File: src/rtl/alu_op_arbiter_if.sv
// Requester-side bus of the ALU arbiter: two req/gnt channels with their
// operands, plus the shared result return path.
interface alu_op_arbiter_if;
  logic       req0;
  logic       req1;
  logic [2:0] op0;
  logic [2:0] op1;
  logic [3:0] a0_in;
  logic [3:0] a1_in;
  logic [3:0] b0_in;
  logic [3:0] b1_in;
  logic       gnt0;
  logic       gnt1;
  logic       rvalid0;
  logic       rvalid1;
  logic [3:0] result;
  logic       cout;
  logic       err;

  // Requesting control logic side
  modport master (
    output req0, req1, op0, op1, a0_in, a1_in, b0_in, b1_in,
    input  gnt0, gnt1, rvalid0, rvalid1, result, cout, err
  );

  // Arbiter side
  modport slave (
    input  req0, req1, op0, op1, a0_in, a1_in, b0_in, b1_in,
    output gnt0, gnt1, rvalid0, rvalid1, result, cout, err
  );
endinterface

File: src/rtl/alu_op_arbiter.sv
// Round-robin arbiter sharing one combinational 4-bit ALU slice between two
// requesters. A grant captures the winner's opcode/operands, the ALU is
// strobed once, the result is sampled a fixed ALU_LAT cycles after dispatch
// and returned to the owner with a one-cycle rvalid pulse.
module alu_op_arbiter #(
  parameter int ALU_LAT = 2
) (
  input  logic           clk,
  input  logic           rst_n,
  alu_op_arbiter_if.slave bus,
  output logic           busy,
  output logic [2:0]     alu_op,
  output logic [3:0]     alu_a,
  output logic [3:0]     alu_b,
  output logic           alu_en,
  input  logic [3:0]     alu_y,
  input  logic           alu_co
);

  typedef enum logic [1:0] {IDLE, ISSUE, WAIT, RESP} state_t;

  localparam logic [3:0] LAT_M1 = 4'(ALU_LAT - 1);

  state_t     state;
  logic [3:0] cnt;
  logic       owner;   // 0: r0 owns the operation in flight, 1: r1
  logic       last;    // last-served requester
  logic       pick;
  logic [2:0] win_op;
  logic [3:0] win_a;
  logic [3:0] win_b;

  // Carry is only meaningful for ADD/SUB (opcodes 4/5 have bit 2 set)
  function automatic logic mask_cout(input logic [2:0] op, input logic co);
    return op[2] & co;
  endfunction

  // Opcodes 6 and 7 have no ALU function
  function automatic logic is_reserved(input logic [2:0] op);
    return op[2] & op[1];
  endfunction

  // Winner selection: a lone request wins, a tie goes to the one not served last
  always_comb begin
    pick = 1'b0;
    if (bus.req0 && bus.req1) pick = ~last;
    else if (bus.req1)        pick = 1'b1;
    win_op = pick ? bus.op1   : bus.op0;
    win_a  = pick ? bus.a1_in : bus.a0_in;
    win_b  = pick ? bus.b1_in : bus.b0_in;
  end

  // Control FSM with registered outputs; the operand latches double as alu_*
  always_ff @(posedge clk) begin
    if (!rst_n) begin
      state       <= IDLE;
      cnt         <= '0;
      owner       <= 1'b0;
      last        <= 1'b1;
      busy        <= 1'b0;
      alu_op      <= '0;
      alu_a       <= '0;
      alu_b       <= '0;
      alu_en      <= 1'b0;
      bus.gnt0    <= 1'b0;
      bus.gnt1    <= 1'b0;
      bus.rvalid0 <= 1'b0;
      bus.rvalid1 <= 1'b0;
      bus.result  <= '0;
      bus.cout    <= 1'b0;
      bus.err     <= 1'b0;
    end else begin
      bus.gnt0    <= 1'b0;
      bus.gnt1    <= 1'b0;
      bus.rvalid0 <= 1'b0;
      bus.rvalid1 <= 1'b0;
      alu_en      <= 1'b0;
      case (state)
        IDLE: begin
          if (bus.req0 || bus.req1) begin
            owner    <= pick;
            last     <= pick;
            bus.gnt0 <= ~pick;
            bus.gnt1 <= pick;
            alu_op   <= win_op;
            alu_a    <= win_a;
            alu_b    <= win_b;
            busy     <= 1'b1;
            if (is_reserved(win_op)) begin
              bus.result <= '0;
              bus.cout   <= 1'b0;
              bus.err    <= 1'b1;
              state      <= RESP;
            end else begin
              state <= ISSUE;
            end
          end
        end
        ISSUE: begin
          alu_en <= 1'b1;
          cnt    <= LAT_M1;
          state  <= WAIT;
        end
        WAIT: begin
          if (cnt != 4'd0) begin
            cnt <= cnt - 4'd1;
          end else begin
            bus.result <= alu_y;
            bus.cout   <= mask_cout(alu_op, alu_co);
            bus.err    <= 1'b0;
            state      <= RESP;
          end
        end
        RESP: begin
          // First RESP cycle raises rvalid, the second returns to IDLE
          if (bus.rvalid0 || bus.rvalid1) begin
            busy  <= 1'b0;
            state <= IDLE;
          end else begin
            bus.rvalid0 <= ~owner;
            bus.rvalid1 <= owner;
          end
        end
      endcase
    end
  end

endmodule

File: src/flat_wrapper.sv
// flat-port wrapper written by rule: the top's interface ports become plain ports
module alu_op_arbiter_flat 
#(
  parameter int ALU_LAT = 2
)
  (clk, rst_n, busy, alu_op, alu_a, alu_b, alu_en, alu_y, alu_co, bus_req0, bus_req1, bus_op0, bus_op1, bus_a0_in, bus_a1_in, bus_b0_in, bus_b1_in, bus_gnt0, bus_gnt1, bus_rvalid0, bus_rvalid1, bus_result, bus_cout, bus_err);
  alu_op_arbiter_if bus_i ();
  input  logic clk;
  input  logic rst_n;
  output logic busy;
  output logic [2:0] alu_op;
  output logic [3:0] alu_a;
  output logic [3:0] alu_b;
  output logic alu_en;
  input  logic [3:0] alu_y;
  input  logic alu_co;
  input wire logic [$bits(bus_i.req0)-1:0] bus_req0;
  input wire logic [$bits(bus_i.req1)-1:0] bus_req1;
  input wire logic [$bits(bus_i.op0)-1:0] bus_op0;
  input wire logic [$bits(bus_i.op1)-1:0] bus_op1;
  input wire logic [$bits(bus_i.a0_in)-1:0] bus_a0_in;
  input wire logic [$bits(bus_i.a1_in)-1:0] bus_a1_in;
  input wire logic [$bits(bus_i.b0_in)-1:0] bus_b0_in;
  input wire logic [$bits(bus_i.b1_in)-1:0] bus_b1_in;
  output wire logic [$bits(bus_i.gnt0)-1:0] bus_gnt0;
  output wire logic [$bits(bus_i.gnt1)-1:0] bus_gnt1;
  output wire logic [$bits(bus_i.rvalid0)-1:0] bus_rvalid0;
  output wire logic [$bits(bus_i.rvalid1)-1:0] bus_rvalid1;
  output wire logic [$bits(bus_i.result)-1:0] bus_result;
  output wire logic [$bits(bus_i.cout)-1:0] bus_cout;
  output wire logic [$bits(bus_i.err)-1:0] bus_err;
  assign bus_i.req0 = bus_req0;
  assign bus_i.req1 = bus_req1;
  assign bus_i.op0 = bus_op0;
  assign bus_i.op1 = bus_op1;
  assign bus_i.a0_in = bus_a0_in;
  assign bus_i.a1_in = bus_a1_in;
  assign bus_i.b0_in = bus_b0_in;
  assign bus_i.b1_in = bus_b1_in;
  assign bus_gnt0 = bus_i.gnt0;
  assign bus_gnt1 = bus_i.gnt1;
  assign bus_rvalid0 = bus_i.rvalid0;
  assign bus_rvalid1 = bus_i.rvalid1;
  assign bus_result = bus_i.result;
  assign bus_cout = bus_i.cout;
  assign bus_err = bus_i.err;
  alu_op_arbiter #(.ALU_LAT(ALU_LAT)) u_core (.clk(clk), .rst_n(rst_n), .bus(bus_i), .busy(busy), .alu_op(alu_op), .alu_a(alu_a), .alu_b(alu_b), .alu_en(alu_en), .alu_y(alu_y), .alu_co(alu_co));
endmodule
File: config.mk
export PLATFORM = sky130hd
export DESIGN_NAME = alu_op_arbiter_flat
export DESIGN_NICKNAME = d
export VERILOG_FILES = /design/src/rtl/alu_op_arbiter_if.sv /design/src/rtl/alu_op_arbiter.sv /design/src/flat_wrapper.sv
export SDC_FILE = /design/constraint.sdc
export NUM_CORES = 1
export LEC_CHECK = 0
export ABC_AREA = 0
export BUFFER_PORTS_ARGS = -buffer_cell sky130_fd_sc_hd__buf_4
export CAP_MARGIN = 20
export CORE_MARGIN = 4
export CORE_UTILIZATION = 35
export CTS_CLUSTER_SIZE = 24
export DETAILED_ROUTE_END_ITERATION = 8
export GPL_TIMING_DRIVEN = 1
export PLACE_DENSITY_LB_ADDON = 0.12
export SETUP_SLACK_MARGIN = 0.3
export SYNTH_ARGS = -nofsm -noshare
export SYNTH_HDL_FRONTEND = slang
export SYNTH_SLANG_ARGS = --single-unit
File: constraint.sdc
create_clock -name clk -period 1.85 [get_ports clk]
set_input_delay 0.2775 -clock clk [delete_from_list [all_inputs] [get_ports clk]]
set_output_delay 0.2775 -clock clk [all_outputs]
set_load 0.01 [all_outputs]
==> flow_summary.json, run 1 <==
{
  "slowest_delay_ns": 0.40,
  "pin_count": 54,
  "fin_tns_setup_ns": 0,
  "path_class": "reg2reg",
  "fin_skew_ns": 0.00450,
  "final_layout_size_suffix_gt1_frac": 0.442,
  "yosys-top-cells-count": "dfxtp_1, nor2_1, mux2i_1, a211oi_1, nand2_1",
  "ys_types": 30,
  "core_mm2": 0.00380,
  "dpl.cell_count": 254,
  "ys_top_cells_by_area": "dfxtp_1, mux2i_1, a211oi_1",
  "cts_inserted_buffers": 5,
  "synth_nets": 195,
  "final_cell_area_mm2": 0.00217,
  "grt_pass1_wl_um": 6210,
  "initial_core_util": 0.377,
  "peakVddDrop_v": 0.000507,
  "cp_slowest_cell": "or3b_4",
  "p_total_mw": 3.05,
  "htree_levels": 2,
  "holdBufCountCts": 0,
  "max_freq_ghz": 0.591,
  "reg2regPathDepth": 7,
  "overflow": 0,
  "min_period_ns": 1.69,
  "synthFlopType": "dfxtp_1",
  "worst_pin_slew_ns": 0.482,
  "yosys.area.top_type": "dfxtp_1",
  "worstPathRequired_ns": 2.00,
  "placed_cell_area_mm2": 0.00191,
  "gp_congestion": 0.780,
  "fin_cells": 272,
  "drt_first_iter_violations": 34,
  "n_antenna_cell": 0,
  "synth_top_area_frac": 0.433,
  "cp.depth": 7,
  "area_growth_pct": 51.8,
  "grt_pass1_vias": 1412,
  "dp_hpwl_um": 2730,
  "cp-end-kind": "register",
  "post-route-period-util": 0.915,
  "slew_headroom": 0.670,
  "yosysMostFrequentCell": "dfxtp_1",
  "worst_slack_ns": 0.157,
  "wl_um": 3690,
  "root_buffer": "clkbuf_8",
  "cts.sinks": 31,
  "crit_chain": "inv_2 -> ha_4 -> or3b_4 -> buf_4 -> nor3_4 -> a31oi_4 -> mux2i_1",
  "hold_path_class": "in2reg",
  "finalHoldViolCount": 0,
  "dr_total_vias": 1337,
  "ys_async_sr_fraction": 0,
  "dieWidth_um": 72.0,
  "vias_per_cell": 4.92,
  "worstPathMaxFanout": 5,
  "clk_latency_ns": 0.28,
  "cts.path.max_buffers": 2,
  "dp_slack_ns": 0.0171,
  "hold_depth": 3,
  "die_h_um": 72.0,
  "cp.arrival_ns": 1.85,
  "wl_per_cell_um": 13.6,
  "synth_area_per_cell_um2": 9.12,
  "antenna_found_initial": 0,
  "nNetsFinal": 261,
  "cap_violations": 0,
  "start_kind": "register",
  "drcViolationCount": 0,
  "track_usage": 0.150,
  "antenna_left": 0,
  "fp-row-count": 22,
  "setup_viol": 0,
  "place.port_buffers": 53,
  "cts.clk_slew.worst_paths_ns": 0.07,
  "yosysSeqAreaShare": 0.433,
  "rsz0062_at_grt": "yes",
  "worst-path-buf-inv": 2,
  "fillCellCount": 329,
  "cp_top_family": "simple AND/OR/NAND/NOR gates",
  "seqCellArea_um2": 624,
  "synth-edff-count": 0,
  "fp.dieArea_mm2": 0.00518,
  "netlist_area_mm2": 0.00143,
  "yosysWarningCount": 0,
  "multiInputGateArea_um2": 833,
  "cts_tree": "built",
  "status": "finished clean",
  "power_leakage_nw": 0.994,
  "synthCells": 157,
  "drv_slew": 0,
  "ys_ff_latch": 31,
  "grt_max_degree": 25,
  "first_pass_iters": 4,
  "power_density_mw_per_mm2": 1400
}
[power by group]
group	total, mW	internal (mW)	switching (mW)	leakage, nW
Sequential	0.973	0.853	0.119	0.256
Clock	0.583	0.339	0.244	0.0515
Combinational	1.50	0.762	0.736	0.687
Total	3.05	1.95	1.10	0.994
[worst paths after layout]
kind                                     from              endpoint  slack [ns]
worst max register to register  u_core.cnt[0]  u_core.bus.result[3]        0.16
worst min register to register   u_core.owner    u_core.bus.rvalid0        0.45
worst min-delay path                 alu_y[2]  u_core.bus.result[2]        0.27
worst max-delay path            u_core.cnt[0]  u_core.bus.result[3]        0.16
[tightest hold or removal path, delay by kind of cell]
kind	cells	cell delay, ns
buf+inv	1	0.11
mux	1	0.05
simple gates	1	0.06
[flip-flops by register name (all words and copies together), names as in the netlist]
| signal | flops |
|---|---|
| u_core.alu_a | 4 |
| u_core.alu_b | 4 |
| u_core.bus.result | 4 |
| u_core.cnt | 4 |
| u_core.alu_op | 3 |
| u_core.state | 2 |
| u_core.alu_en | 1 |
| u_core.bus.cout | 1 |
| u_core.bus.err | 1 |
| u_core.bus.gnt0 | 1 |
| u_core.bus.gnt1 | 1 |
| u_core.bus.rvalid0 | 1 |
| u_core.bus.rvalid1 | 1 |
| u_core.busy | 1 |
| u_core.last | 1 |
| u_core.owner | 1 |
[cells in the final DEF, fill, tap and decap left out, types with 3 or more instances in the layout]
| cell | netlist | routed |
|---|---|---|
| a211oi_1 | 12 | 11 |
| a21oi_1 | 4 | 4 |
| buf_4 | 0 | 68 |
| clkbuf_8 | 0 | 7 |
| dfxtp_1 | 31 | 28 |
| dfxtp_2 | 0 | 3 |
| ha_1 | 7 | 4 |
| inv_1 | 6 | 3 |
| inv_2 | 0 | 3 |
| mux2i_1 | 19 | 19 |
| nand2_1 | 12 | 10 |
| nand3_1 | 9 | 7 |
| nor2_1 | 21 | 20 |
| o21ai_0 | 3 | 3 |
[cells by family (layout without fill, tap and decap cells)]
kind of cell / count (synthesis) / in the layout / share of synthesized area
AND/OR/NAND/NOR: 55 / 55 / 0.175
flip-flops: 31 / 31 / 0.433
AO/OA/AOI/OAI: 26 / 26 / 0.139
multiplexers: 19 / 19 / 0.133
buffers and inverters: 17 / 84 / 0.0472
adder cells (fa/ha/maj): 7 / 7 / 0.0611
XOR/XNOR: 2 / 2 / 0.0122
[final cells by class]
class	count	area share
Clock buffer	8	0.0460
Inverter	7	0.0121
Multi-Input combinational cell	109	0.383
Sequential cell	31	0.287
Tap cell	48	0.0276
Timing Repair Buffer	69	0.244
[through the flow]
step | utilization | hold WS (ns)
3_3_place_gp | 0.504 | 0.427
4_1_cts | 0.549 | 0.265
6_report | 0.572 | 0.269
3_5_place_dp | 0.504 | 0.433
5_1_grt | 0.572 | 0.293
2_1_floorplan | - | 0.413
[per-layer routing]
metal	part of all wire	track usage	wire (um)	vias up
met5	0	0	0	-
met4	0.015	0.0585	55	0
met3	0.070	0.0499	257	7
met2	0.51	0.267	1860	45
met1	0.41	0.163	1510	606
li1	-	-	-	679
[repair_timing]
action	CTS	global route
hold endpoints to repair	0	0
pin swaps	5	8
resized for setup	9	13
setup endpoints to repair	21	24
setup buffers	6	4
Power figures use the tool's default switching activity.
==> run 2: changes to the inputs <==
CTS_BUF_LIST = sky130_fd_sc_hd__clkbuf_4 sky130_fd_sc_hd__clkbuf_8   (was unset)
GPL_TIMING_DRIVEN = 0   (was 1)
==> run 2 against run 1 <==
Effect of this change: fmax decreased by 1.7%; clock skew shrank 0.00075 ns; sequential power barely moved; die area unchanged; first-iteration DRC count increased by 140%; clock power increased by 18%; wire length up 12%; largest power group unchanged.
==> flow_summary.json, run 2 (synthesis gave the netlist of run 1 again) <==
{
  "cts_inserted_buffers": 5,
  "cp.arrival_ns": 1.92,
  "finalHoldViolCount": 0,
  "post-route-period-util": 0.931,
  "dr_total_vias": 1444,
  "worst_pin_slew_ns": 0.541,
  "die_h_um": 72.0,
  "setup_viol": 0,
  "whs_ns": 0.272,
  "hold_start": "alu_y[3]",
  "grt_pass1_vias": 1411,
  "power_density_mw_per_mm2": 1520,
  "worstPathRequired_ns": 2.05,
  "cts.path.max_buffers": 2,
  "power_leakage_nw": 1.07,
  "antenna_found_initial": 0,
  "rsz0062_at_grt": "yes",
  "final_cell_area_mm2": 0.00233,
  "min_to": "u_core.bus.result[3]",
  "pin_count": 54,
  "grt_pass1_wl_um": 6480,
  "drv_slew": 0,
  "hold_depth": 3,
  "final_cell_mix": "buf_4, dfxtp_1, nor2_1",
  "cts.sinks": 31,
  "max_freq_ghz": 0.581,
  "fp-row-count": 22,
  "nNetsFinal": 273,
  "overflow": 0,
  "status": "finished clean",
  "root_buffer": "clkbuf_8",
  "final_layout_size_suffix_gt1_frac": 0.487,
  "fillCellCount": 316,
  "min_period_ns": 1.72,
  "htree_levels": 2,
  "cap_violations": 0,
  "cts_tree": "built",
  "seqCellArea_um2": 626,
  "fin_skew_ns": 0.00375,
  "core_mm2": 0.00380,
  "slew_headroom": 0.639,
  "timing.rr.start": "u_core.cnt[0]",
  "grt_max_degree": 11,
  "rr_endpoint": "u_core.state[0]",
  "holdBufCountCts": 0,
  "cts.clk_slew.worst_paths_ns": 0.06,
  "rrSetupSlack_ns": 0.13,
  "clk_latency_ns": 0.28,
  "vias_per_cell": 5.08,
  "antenna_left": 0,
  "path_class": "reg2reg",
  "cp-end-kind": "register",
  "multiInputGateArea_um2": 851,
  "fp.dieArea_mm2": 0.00518,
  "wl_per_cell_um": 14.5,
  "drt_first_iter_violations": 81,
  "wl_um": 4130,
  "track_usage": 0.158,
  "initial_core_util": 0.377,
  "dp_hpwl_um": 2740,
  "n_antenna_cell": 0,
  "reg2regPathDepth": 8,
  "start_kind": "register",
  "final_common_cell": "buf_4",
  "worstPathMaxFanout": 4,
  "dieWidth_um": 72.0,
  "gp_congestion": 0.748,
  "area_growth_pct": 62.9,
  "drcViolationCount": 0,
  "peakVddDrop_v": 0.000784,
  "place.port_buffers": 52,
  "hold_path_class": "in2reg",
  "first_pass_iters": 4,
  "placed_cell_area_mm2": 0.00190
}
run 2: cell count changes in the layout (fill, tap and decap cells not counted), moves of 2 or more:
cell and delta:
buf_6 +4, clkbuf_1 +2, a211oi_1 -2, a211oi_2 +2
run 2: worst max-delay path by stage:
stage,from,endpoint,slack (ns),depth (start not counted)
5_1_grt,u_core.cnt[0],u_core.state[0],0.04,8
3_5_place_dp,u_core.state[0],u_core.bus.result[1],-0.04,6
6_report,u_core.cnt[0],u_core.state[0],0.13,8
2_1_floorplan,u_core.cnt[0],u_core.bus.cout,0.20,7
4_1_cts,u_core.cnt[0],u_core.state[0],0.08,8
3_3_place_gp,u_core.state[0],u_core.bus.cout,0.03,6
run 2: power by group:
part | internal [mW] | total [mW] | switching [mW]
logic | 1.02 | 1.89 | 0.875
clock network | 0.435 | 0.690 | 0.255
registers | 0.855 | 0.971 | 0.115
total | 2.31 | 3.56 | 1.24
run 2: stage by stage:
step           worst slack [ns]  utilization  total power [mW]  cells  setup TNS (ns)
3_5_place_dp            -0.0444        0.501              2.15    257          -0.193
4_1_cts                  0.0825        0.575              3.18    278               0
6_report                  0.128        0.614              3.56    284               0
2_1_floorplan             0.204            -              1.73    157               0
3_3_place_gp             0.0336        0.501              2.12    257               0
5_1_grt                  0.0390        0.614              3.76    284               0
run 2: layer usage:
layer | GRT usage | wire length [um]
met4 | 0.0564 | 48
met1 | 0.180 | 1680
met3 | 0.0582 | 256
met2 | 0.271 | 2140
met5 | 0 | 0
run 2: critical path, cell delays in order (launching register included):
cell	delay (ns)
dfxtp_2	0.32
inv_2	0.07
ha_4	0.12
or3b_4	0.36
buf_6	0.14
a222oi_1	0.23
buf_4	0.20
nor2_1	0.05
a211oi_2	0.13
run 2: final cells by class:
class                      instances  area share
buffer                            10      0.0354
clock buffer                       6      0.0354
clock inverter                     2      0.0150
inverter                           7      0.0113
multi-input combinational        109       0.365
sequential                        31       0.268
tap                               48      0.0257
timing repair buffer              71       0.245
run 2: timing repair:
| action | 4_1_cts | 5_1_grt |
|---|---|---|
| hold endpoints to repair | 0 | 0 |
| gates resized for setup | 20 | 23 |
| cloned | 0 | 1 |
| setup buffers | 13 | 5 |
| pin swaps | 7 | 11 |
| endpoints found under the setup margin | 22 | 23 |
==> run 3: changes to the inputs <==
--- a/config.mk
+++ b/config.mk
@@ -10,5 +10,5 @@
 export CAP_MARGIN = 20
 export CORE_MARGIN = 4
-export CORE_UTILIZATION = 35
+export CORE_UTILIZATION = 45
 export CTS_BUF_LIST = sky130_fd_sc_hd__clkbuf_4 sky130_fd_sc_hd__clkbuf_8
 export CTS_CLUSTER_SIZE = 24
==> constraint.sdc (replaced) <==
create_clock -name clk -period 1.85 [get_ports clk]
set_input_delay 0.2775 -clock clk [delete_from_list [all_inputs] [get_ports clk]]
set_output_delay 0.2775 -clock clk [all_outputs]
set_load 0.1 [all_outputs]
==> run 3 against run 2 <==
Effect of this change: combinational power up 36%; sequential power hardly changed; sequential cell count stayed put; clock power decreased by 47%; utilization grew 10 points; first-iteration DRC count is 28% lower; cell count is 2.8% lower; non-clock buffer count shrank 2; via count fell by 1.6%; fmax rose by 0.96%; critical path type unchanged; largest power group unchanged; clock skew is 0.0052 ns higher.
==> flow_summary.json, run 3 (synthesis gave the netlist of run 1 again) <==
{
  "status": "finished clean",
  "clk_latency_ns": 0.33,
  "initial_core_util": 0.469,
  "slew_headroom": 0.644,
  "grt_pass1_wl_um": 6210,
  "drcViolationCount": 0,
  "nNetsFinal": 271,
  "place.port_buffers": 52,
  "cp.arrival_ns": 1.91,
  "path_class": "reg2reg",
  "worstPathMaxFanout": 6,
  "power_leakage_nw": 1.01,
  "area_growth_pct": 52.8,
  "pin_count": 54,
  "n_antenna_cell": 0,
  "antenna_left": 0,
  "cts.path.max_buffers": 2,
  "vias_per_cell": 5.15,
  "post-route-period-util": 0.922,
  "peakVddDrop_v": 0.000897,
  "fp.dieArea_mm2": 0.00415,
  "cts_inserted_buffers": 5,
  "fin_skew_ns": 0.00897,
  "dpl.cell_count": 253,
  "cts.clk_slew.worst_paths_ns": 0.09,
  "fp-row-count": 20,
  "max_freq_ghz": 0.586,
  "die_h_um": 64.4,
  "htree_levels": 2,
  "track_usage": 0.194,
  "grt_pass1_vias": 1412,
  "worst_slack_ns": 0.145,
  "dr_total_vias": 1421,
  "grt_max_degree": 11,
  "first_pass_iters": 5,
  "final_common_cell": "buf_4",
  "holdBufCountCts": 0,
  "core_mm2": 0.00305,
  "fin_tns_setup_ns": 0,
  "min_period_ns": 1.71,
  "cts_tree": "built",
  "start_kind": "register",
  "p_total_mw": 3.90,
  "cts.sinks": 31,
  "final_cell_mix": "buf_4, dfxtp_1, nor2_1",
  "worstPathRequired_ns": 2.06,
  "finalHoldViolCount": 0,
  "dp_slack_ns": -0.00776,
  "wl_um": 3790,
  "overflow": 0,
  "worst_pin_slew_ns": 0.534,
  "setup_viol": 0,
  "rsz0062_at_grt": "yes",
  "wl_per_cell_um": 13.7,
  "fin_util": 0.717,
  "fillCellCount": 260,
  "hold_path_class": "in2reg",
  "cp-end-kind": "register",
  "antenna_found_initial": 0,
  "gp_congestion": 0.830,
  "dp_hpwl_um": 2640,
  "drv_slew": 0,
  "drt_first_iter_violations": 58,
  "root_buffer": "clkbuf_4",
  "final_layout_size_suffix_gt1_frac": 0.453,
  "cap_violations": 0,
  "fin_cells": 276,
  "dieWidth_um": 64.4,
  "power_density_mw_per_mm2": 1780
}
## run 3: cell count changes in the layout (fill, tap and decap cells not counted), sizes merged
cell    delta
buf        -2
bufinv     -1
clkinv     -1
## run 3: layout make-up
type | count | area [um^2] | area share
Sequential cell | 31 | 631 | 0.288
Multi-Input combinational cell | 109 | 816 | 0.373
Buffer | 10 | 76.3 | 0.0349
Clock buffer | 6 | 45.0 | 0.0206
Tap cell | 44 | 55.1 | 0.0252
Timing Repair Buffer | 69 | 539 | 0.246
Inverter | 7 | 26.3 | 0.0120
## run 3: report_power, final
part,switching (mW),total (mW),leakage (nW),internal [mW]
Clock,0.215,0.365,0.0276,0.150
Combinational,1.67,2.57,0.728,0.898
Sequential,0.114,0.972,0.257,0.858
Total,2.00,3.90,1.01,1.91
## run 3: through the flow
stage	hold slack [ns]	instance area, um^2
3_3_place_gp	0.418	1900
6_report	0.223	2190
2_1_floorplan	0.406	1450
3_5_place_dp	0.428	1900
4_1_cts	0.224	2110
5_1_grt	0.204	2190
## run 3: final timing paths
| path | from | to | slack (ns) | depth (start not counted) |
|---|---|---|---|---|
| max | u_core.cnt[0] | u_core.state[0] | 0.14 | 8 |
| min reg2reg | u_core.owner | u_core.bus.rvalid0 | 0.44 | 1 |
| min | alu_y[2] | u_core.bus.result[2] | 0.22 | 3 |
| max reg2reg | u_core.cnt[0] | u_core.state[0] | 0.14 | 8 |
## run 3: timing repair
action,in CTS,in global routing
setup buffers,12,4
gates resized for setup,24,8
pin swaps,4,7
cloned,0,1
endpoints found under the setup margin,22,22
## run 3: layer usage
layer / GRT usage / vias up / share of wire
met5: 0 / - / 0
met4: 0.0712 / 0 / 0.0082
met3: 0.0711 / 3 / 0.053
met2: 0.351 / 44 / 0.52
met1: 0.205 / 669 / 0.41
li1: - / 705 / -
## run 3: critical path, cell delays in order, from the launching register on
cell and delay, ns:
dfxtp_2 0.34, inv_2 0.07, ha_4 0.12, or3b_1 0.35, buf_6 0.14, a222oi_1 0.21, buf_4 0.19, buf_4 0.11
a211oi_2 0.05
